### src/rtl/id_ex_stage.sv
// rtl/id_ex_stage.sv - ID/EX pipeline register: decode, immediate extension, operand forwarding, valid/ready handshake.
// Define ID_EX_FWD_EN to enable EX/MEM and MEM/WB operand forwarding; undefined uses held register-file data.
module id_ex_stage #(
   parameter int STALL_CNT_W = 16
) (
   input  logic                   clk,
   input  logic                   rst,
   input  logic                   in_valid,
   output logic                   in_ready,
   input  logic                   flush,
   input  logic [5:0]             opcode,
   input  logic [5:0]             funct,
   input  logic [4:0]             rs_addr,
   input  logic [4:0]             rt_addr,
   input  logic [4:0]             rd_addr,
   input  logic [31:0]            rs_data,
   input  logic [31:0]            rt_data,
   input  logic [15:0]            imm16,
   input  logic                   fwd_exm_we,
   input  logic [4:0]             fwd_exm_reg,
   input  logic [31:0]            fwd_exm_data,
   input  logic                   fwd_mwb_we,
   input  logic [4:0]             fwd_mwb_reg,
   input  logic [31:0]            fwd_mwb_data,
   output logic                   out_valid,
   input  logic                   out_ready,
   output logic [31:0]            alu_a,
   output logic [31:0]            alu_b,
   output logic [3:0]             alu_ctrl,
   output logic [31:0]            store_data,
   output logic [4:0]             wb_reg,
   output logic                   reg_write,
   output logic                   mem_read,
   output logic                   mem_write,
   output logic                   is_branch_eq,
   output logic                   is_branch_ne,
   output logic                   illegal,
   output logic [STALL_CNT_W-1:0] stall_cycles
);

   localparam logic [3:0] ALU_AND = 4'b0000;
   localparam logic [3:0] ALU_OR  = 4'b0001;
   localparam logic [3:0] ALU_ADD = 4'b0010;
   localparam logic [3:0] ALU_SUB = 4'b0110;
   localparam logic [3:0] ALU_SLT = 4'b0111;
   localparam logic [3:0] ALU_NOR = 4'b1100;

   localparam logic [STALL_CNT_W-1:0] STALL_ONE = {{(STALL_CNT_W-1){1'b0}}, 1'b1};
   localparam logic [STALL_CNT_W-1:0] STALL_MAX = {STALL_CNT_W{1'b1}};

   logic [3:0]  d_ctrl;
   logic        d_use_imm;
   logic        d_sext;
   logic [4:0]  d_wb;
   logic        d_rw;
   logic        d_mr;
   logic        d_mw;
   logic        d_beq;
   logic        d_bne;
   logic        d_ill;
   logic [31:0] d_imm;

   logic [4:0]  rs_addr_q;
   logic [4:0]  rt_addr_q;
   logic [31:0] rs_data_q;
   logic [31:0] rt_data_q;
   logic [31:0] imm_q;
   logic        use_imm_q;
   logic [31:0] rs_fwd;
   logic [31:0] rt_fwd;
   logic        load;

   always_comb begin
      d_ctrl    = ALU_AND;
      d_use_imm = 1'b0;
      d_sext    = 1'b0;
      d_wb      = 5'd0;
      d_rw      = 1'b0;
      d_mr      = 1'b0;
      d_mw      = 1'b0;
      d_beq     = 1'b0;
      d_bne     = 1'b0;
      d_ill     = 1'b0;
      case (opcode)
         6'h00: begin
            d_wb = rd_addr;
            d_rw = 1'b1;
            case (funct)
               6'h20, 6'h21: d_ctrl = ALU_ADD;
               6'h22, 6'h23: d_ctrl = ALU_SUB;
               6'h24:        d_ctrl = ALU_AND;
               6'h25:        d_ctrl = ALU_OR;
               6'h27:        d_ctrl = ALU_NOR;
               6'h2A:        d_ctrl = ALU_SLT;
               default:      d_ill  = 1'b1;
            endcase
         end
         6'h08, 6'h09: begin
            d_ctrl = ALU_ADD; d_use_imm = 1'b1; d_sext = 1'b1; d_wb = rt_addr; d_rw = 1'b1;
         end
         6'h0A: begin
            d_ctrl = ALU_SLT; d_use_imm = 1'b1; d_sext = 1'b1; d_wb = rt_addr; d_rw = 1'b1;
         end
         6'h0C: begin
            d_ctrl = ALU_AND; d_use_imm = 1'b1; d_wb = rt_addr; d_rw = 1'b1;
         end
         6'h0D: begin
            d_ctrl = ALU_OR; d_use_imm = 1'b1; d_wb = rt_addr; d_rw = 1'b1;
         end
         6'h23: begin
            d_ctrl = ALU_ADD; d_use_imm = 1'b1; d_sext = 1'b1; d_wb = rt_addr; d_rw = 1'b1; d_mr = 1'b1;
         end
         6'h2B: begin
            d_ctrl = ALU_ADD; d_use_imm = 1'b1; d_sext = 1'b1; d_mw = 1'b1;
         end
         6'h04: begin
            d_ctrl = ALU_SUB; d_beq = 1'b1;
         end
         6'h05: begin
            d_ctrl = ALU_SUB; d_bne = 1'b1;
         end
         default: d_ill = 1'b1;
      endcase
      // An undecodable instruction must not cause any architectural side effect downstream.
      if (d_ill) begin
         d_ctrl    = ALU_AND;
         d_use_imm = 1'b0;
         d_wb      = 5'd0;
         d_rw      = 1'b0;
         d_mr      = 1'b0;
         d_mw      = 1'b0;
         d_beq     = 1'b0;
         d_bne     = 1'b0;
      end
   end

   assign d_imm    = d_sext ? {{16{imm16[15]}}, imm16} : {16'h0000, imm16};
   assign in_ready = !out_valid || out_ready;
   assign load     = in_valid && in_ready && !flush;

   always_ff @(posedge clk) begin
      if (rst) begin
         out_valid    <= 1'b0;
         alu_ctrl     <= ALU_AND;
         wb_reg       <= 5'd0;
         reg_write    <= 1'b0;
         mem_read     <= 1'b0;
         mem_write    <= 1'b0;
         is_branch_eq <= 1'b0;
         is_branch_ne <= 1'b0;
         illegal      <= 1'b0;
         rs_addr_q    <= 5'd0;
         rt_addr_q    <= 5'd0;
         rs_data_q    <= 32'h0;
         rt_data_q    <= 32'h0;
         imm_q        <= 32'h0;
         use_imm_q    <= 1'b0;
         stall_cycles <= '0;
      end else begin
         out_valid <= flush ? 1'b0 : (in_ready ? in_valid : 1'b1);
         if (load) begin
            alu_ctrl     <= d_ctrl;
            wb_reg       <= d_wb;
            reg_write    <= d_rw;
            mem_read     <= d_mr;
            mem_write    <= d_mw;
            is_branch_eq <= d_beq;
            is_branch_ne <= d_bne;
            illegal      <= d_ill;
            rs_addr_q    <= rs_addr;
            rt_addr_q    <= rt_addr;
            rs_data_q    <= rs_data;
            rt_data_q    <= rt_data;
            imm_q        <= d_imm;
            use_imm_q    <= d_use_imm;
         end
         if (out_valid && !out_ready && (stall_cycles != STALL_MAX))
            stall_cycles <= stall_cycles + STALL_ONE;
      end
   end

`ifdef ID_EX_FWD_EN
   // Youngest producer wins; $0 is hard-wired so never takes a bypass.
   function automatic logic [31:0] fwd_pick(input logic [4:0] r, input logic [31:0] held,
                                            input logic ew, input logic [4:0] er, input logic [31:0] ed,
                                            input logic mw, input logic [4:0] mr, input logic [31:0] md);
      logic [31:0] v;
      v = held;
      if (r != 5'd0) begin
         if (ew && (er == r))
            v = ed;
         else if (mw && (mr == r))
            v = md;
      end
      return v;
   endfunction

   assign rs_fwd = fwd_pick(rs_addr_q, rs_data_q, fwd_exm_we, fwd_exm_reg, fwd_exm_data,
                            fwd_mwb_we, fwd_mwb_reg, fwd_mwb_data);
   assign rt_fwd = fwd_pick(rt_addr_q, rt_data_q, fwd_exm_we, fwd_exm_reg, fwd_exm_data,
                            fwd_mwb_we, fwd_mwb_reg, fwd_mwb_data);
`else
   logic unused_fwd;
   assign unused_fwd = ^{fwd_exm_we, fwd_exm_reg, fwd_exm_data, fwd_mwb_we, fwd_mwb_reg,
                         fwd_mwb_data, rs_addr_q, rt_addr_q};
   assign rs_fwd = rs_data_q;
   assign rt_fwd = rt_data_q;
`endif

   assign alu_a      = rs_fwd;
   assign alu_b      = use_imm_q ? imm_q : rt_fwd;
   assign store_data = rt_fwd;

endmodule

### config.mk
export PLATFORM = sky130hd
export DESIGN_NAME = id_ex_stage
export DESIGN_NICKNAME = d
export VERILOG_FILES = /design/src/rtl/id_ex_stage.sv
export SDC_FILE = /design/constraint.sdc
export NUM_CORES = 1
export LEC_CHECK = 0
export ABC_AREA = 1
export CORE_MARGIN = 2
export CORE_UTILIZATION = 30
export CTS_CLUSTER_SIZE = 16
export DETAILED_ROUTE_END_ITERATION = 10
export PLACE_DENSITY_LB_ADDON = 0.3
export SYNTH_ARGS = -nofsm -noshare
export SYNTH_HDL_FRONTEND = slang
export SYNTH_SLANG_ARGS = --single-unit
### constraint.sdc
create_clock -name clk -period 1.6 [get_ports clk]
set_clock_uncertainty 0.15 [all_clocks]
set_input_delay 0.32 -clock clk [delete_from_list [all_inputs] [get_ports clk]]
set_output_delay 0.32 -clock clk [all_outputs]
set_load 0.01 [all_outputs]
==> run summary <==
## Power
- 0.469 — power share of the clock group
- 0.164 — combinational share of power
- 0.243 — Switching Fraction
- 0.366 — fraction of power consumed by sequential logic
- 0.000671 V — maximum ir drop on the vdd rail
- 6320 uW — internal power
- 0.00426 uW — leakage
- 895 nW/um2 — power per standard cell area
- 2030 uW — Switching Power

## STA
- 0.555 GHz — Highest Clock Rate
- 37 — total setup violations reported at the end of the flow
- 0 — Final Hold Fails
- 347 ps — worst-margin pin slew
- 0 — Slew Viols, Final
- 1800 ps — Final Critical Period
- 0.769 — normalized max-slew margin
- -200 ps — worst setup margin
- -4700 ps — accumulated negative setup slack
- 1.13 — fin crit share
- yes — setup repair after global routing missed its margin

## Setup path
- -20 ps — register-to-register setup slack
- flip-flop — Worst Setup Start Kind
- 15 — highest net fanout along the worst path
- 1330 ps — data arrival time of the critical path
- use_imm_q — crit path from
- primary output — nature of the critical path endpoint
- 9 — number of cells traversed by the worst register-to-register path
- reg2out — classification of the worst setup path
- is_branch_ne — end of the worst register-to-register path
- alu_b[25] — endpoint of the most critical setup path
- 1130 ps — data required time at the worst endpoint
- out_valid — r2r startpoint

## Min path
- in2reg — kind of path behind the tightest hold check
- out_ready — origin of the worst min-delay path

## Global route
- 49 — pin count of the biggest net entering global routing
- 0 — overall overflow remaining after global route
- 0.189 — Total GRT Usage
- 26700 um — wire length of the first global-routing pass
- 0 — antenna violations before repair
- 5319 — number of global-route vias before repair

## Floorplanning
- 17500 um2 — area of the die
- 16000 um2 — Core Area
- 132 um — die height
- 46 — number of rows in the core area
- 132 um — horizontal die dimension
- 317 — ports placed on the boundary
- 0.309 — initial core utilization

## Logic synthesis
- 684 — Mapped Cells
- 873 — Net Count, Synth
- 114 — flip-flop and latch count after synthesis
- 35 — count of cell types in the netlist
- sky130_fd_sc_hd__dfxtp_1 46%, sky130_fd_sc_hd__o21ai_0 10%, sky130_fd_sc_hd__nor2_1 8.6% — leading cell types by total area after synthesis
- 0 — Synthesis Warnings
- 4950 um2 — Post-Synthesis Cell Area
- 0.461 — sequential area share after synthesis
- 0.461 — Yosys top cell area share
- sky130_fd_sc_hd__dfxtp_1 — top cell type by total area after synthesis
- 7.23 um2 — mean cell area of the mapped netlist

## Flow run
- 0 — # Max-Cap Violations

## Drt
- 7710 um — met1 WL
- 0 — remaining number of nets flagged by the antenna check after routing
- 18500 um — aggregate routed wire length
- 8990 um — DR WL met2
- 4 — First-pass DRT Iterations
- met4 — top routing layer in use
- 5729 — vias after detailed routing
- 1540 um — routed length on met3
- 0 — # DRC
- 293 — first-iteration detailed-routing DRC count
- 15.1 um — detailed-route wire length per cell
- 4.68 — vias per inst

## Clock tree
- 50 ps — clock transition time at the flip-flop clock pins of the worst setup and hold paths
- 0 — hold-fix buffers at CTS
- 2 — worst-case clock buffer depth
- 17 — TritonCTS Buffers
- sky130_fd_sc_hd__clkbuf_16 — CTS root buffer
- 4 — # H-tree levels
- 114 — Sink Count
- 410 ps — worst skew pair latency
- built — clock tree from TritonCTS

## Status
- setup timing — violations in the final reports
- finished with violations — result of the run

## Finish
- 1522 — fill count
- 1225 — final std cells w/o fill
- 88.4% — area delta synth->final
- 1185 — Layout Nets
- 0.303 — share of layout cells above drive strength 1
- 0.583 — fraction of the core area covered by cells at the end of the flow
- 0 — antenna diode count

## Placement
- 235 — I/O Buffers
- 1167 — Placed Instances
- 12000 um — HPWL after detailed placement
- 0.824 — gpl congestion
- -449 ps — Place WS

[logic make-up after synthesis]
family,Yosys count,share of synthesized area
and+or+nand+nor,271,0.239
DFF,114,0.461
xor gates and xnor gates,7,0.0124
AOI/OAI and AO/OA,190,0.195
adders and majority gates,1,0.00253
buffers and inverters,101,0.0890
[power by group through the flow]
stage	registers, uW	logic (uW)	clock network [uW]
2_1_floorplan	3170	389	0
3_3_place_gp	3120	1250	0
3_5_place_dp	3120	1270	0
4_1_cts	3050	1160	4010
5_1_grt	3080	1480	4160
6_report	3060	1370	3920
[cell usage after synthesis (all sizes together)]
cell	instances
nand3	31
nand3b	1
nor3	8
o21ai	122
a21oi	62
o2111ai	1
o21bai	1
nand2	100
clkbuf	21
o31ai	2
and3	2
xnor2	5
inv	61
ha	1
dfxtp	114
nor3b	1
o211ai	1
a211oi	1
nor2	121
nand4	6
xor2	2
buf	19
nor4	1
[how the worst min path moves through the flow]
stage / depth (start not counted) / to
6_report: 5 / out_valid
5_1_grt: 5 / out_valid
4_1_cts: 2 / reg_write
3_5_place_dp: 2 / reg_write
3_3_place_gp: 2 / store_data[21]
2_1_floorplan: 1 / out_valid
[critical path, stage by stage (launching register included)]
cell and delay, ps:
sky130_fd_sc_hd__dfxtp_4 360, sky130_fd_sc_hd__buf_12 150, sky130_fd_sc_hd__buf_12 140, sky130_fd_sc_hd__o21ai_2 120, sky130_fd_sc_hd__buf_2 150
[timing repair]
item / 4_1_cts / 5_1_grt
pin swaps: 2 / 37
cloned: 1 / 13
resized for setup: 303 / 183
buffers inserted: 2 / 10
endpoints found under the setup margin: 146 / 107
[final cells by class]
cell class	instances	area [um2]	share of cell area
Multi-Input combinational cell	469	2670	0.287
Inverter	61	236	0.0254
Sequential cell	114	2310	0.248
Clock buffer	23	488	0.0523
Tap cell	216	270	0.0290
Clock inverter	9	128	0.0137
Timing Repair Buffer	333	3220	0.345
[layout by cell type (no fill, tap or decap), types with 12 or more instances in the layout]
cell                              count
sky130_fd_sc_hd__o21ai_0             38
sky130_fd_sc_hd__inv_1               54
sky130_fd_sc_hd__nand2_2             12
sky130_fd_sc_hd__dlygate4sd2_1       84
sky130_fd_sc_hd__nor2_2              22
sky130_fd_sc_hd__o21ai_1             52
sky130_fd_sc_hd__nor2_1              89
sky130_fd_sc_hd__buf_4               61
sky130_fd_sc_hd__buf_2               35
sky130_fd_sc_hd__a21oi_1             45
sky130_fd_sc_hd__a21oi_2             15
sky130_fd_sc_hd__clkdlybuf4s50_1     99
sky130_fd_sc_hd__clkbuf_16           27
sky130_fd_sc_hd__dfxtp_1             99
sky130_fd_sc_hd__nand2_1             85
sky130_fd_sc_hd__buf_12              15
sky130_fd_sc_hd__nand3_1             24
sky130_fd_sc_hd__o21ai_2             30
[through the flow]
step	hold WS, ps	total power (uW)	cell area, um2
floorplan	248	3560	4950
CTS	310	8220	8520
global route	179	8710	9320
finish	180	8350	9320
detailed placement	305	4380	8050
global placement	299	4370	8050
[metal layers]
metal  vias to the layer above  track usage
li1                       2873            -
met5                         -            0
met3                        20       0.0782
met1                      2635        0.220
met2                       201        0.316
met4                         0       0.0568
(Power assumes the default switching activity.)
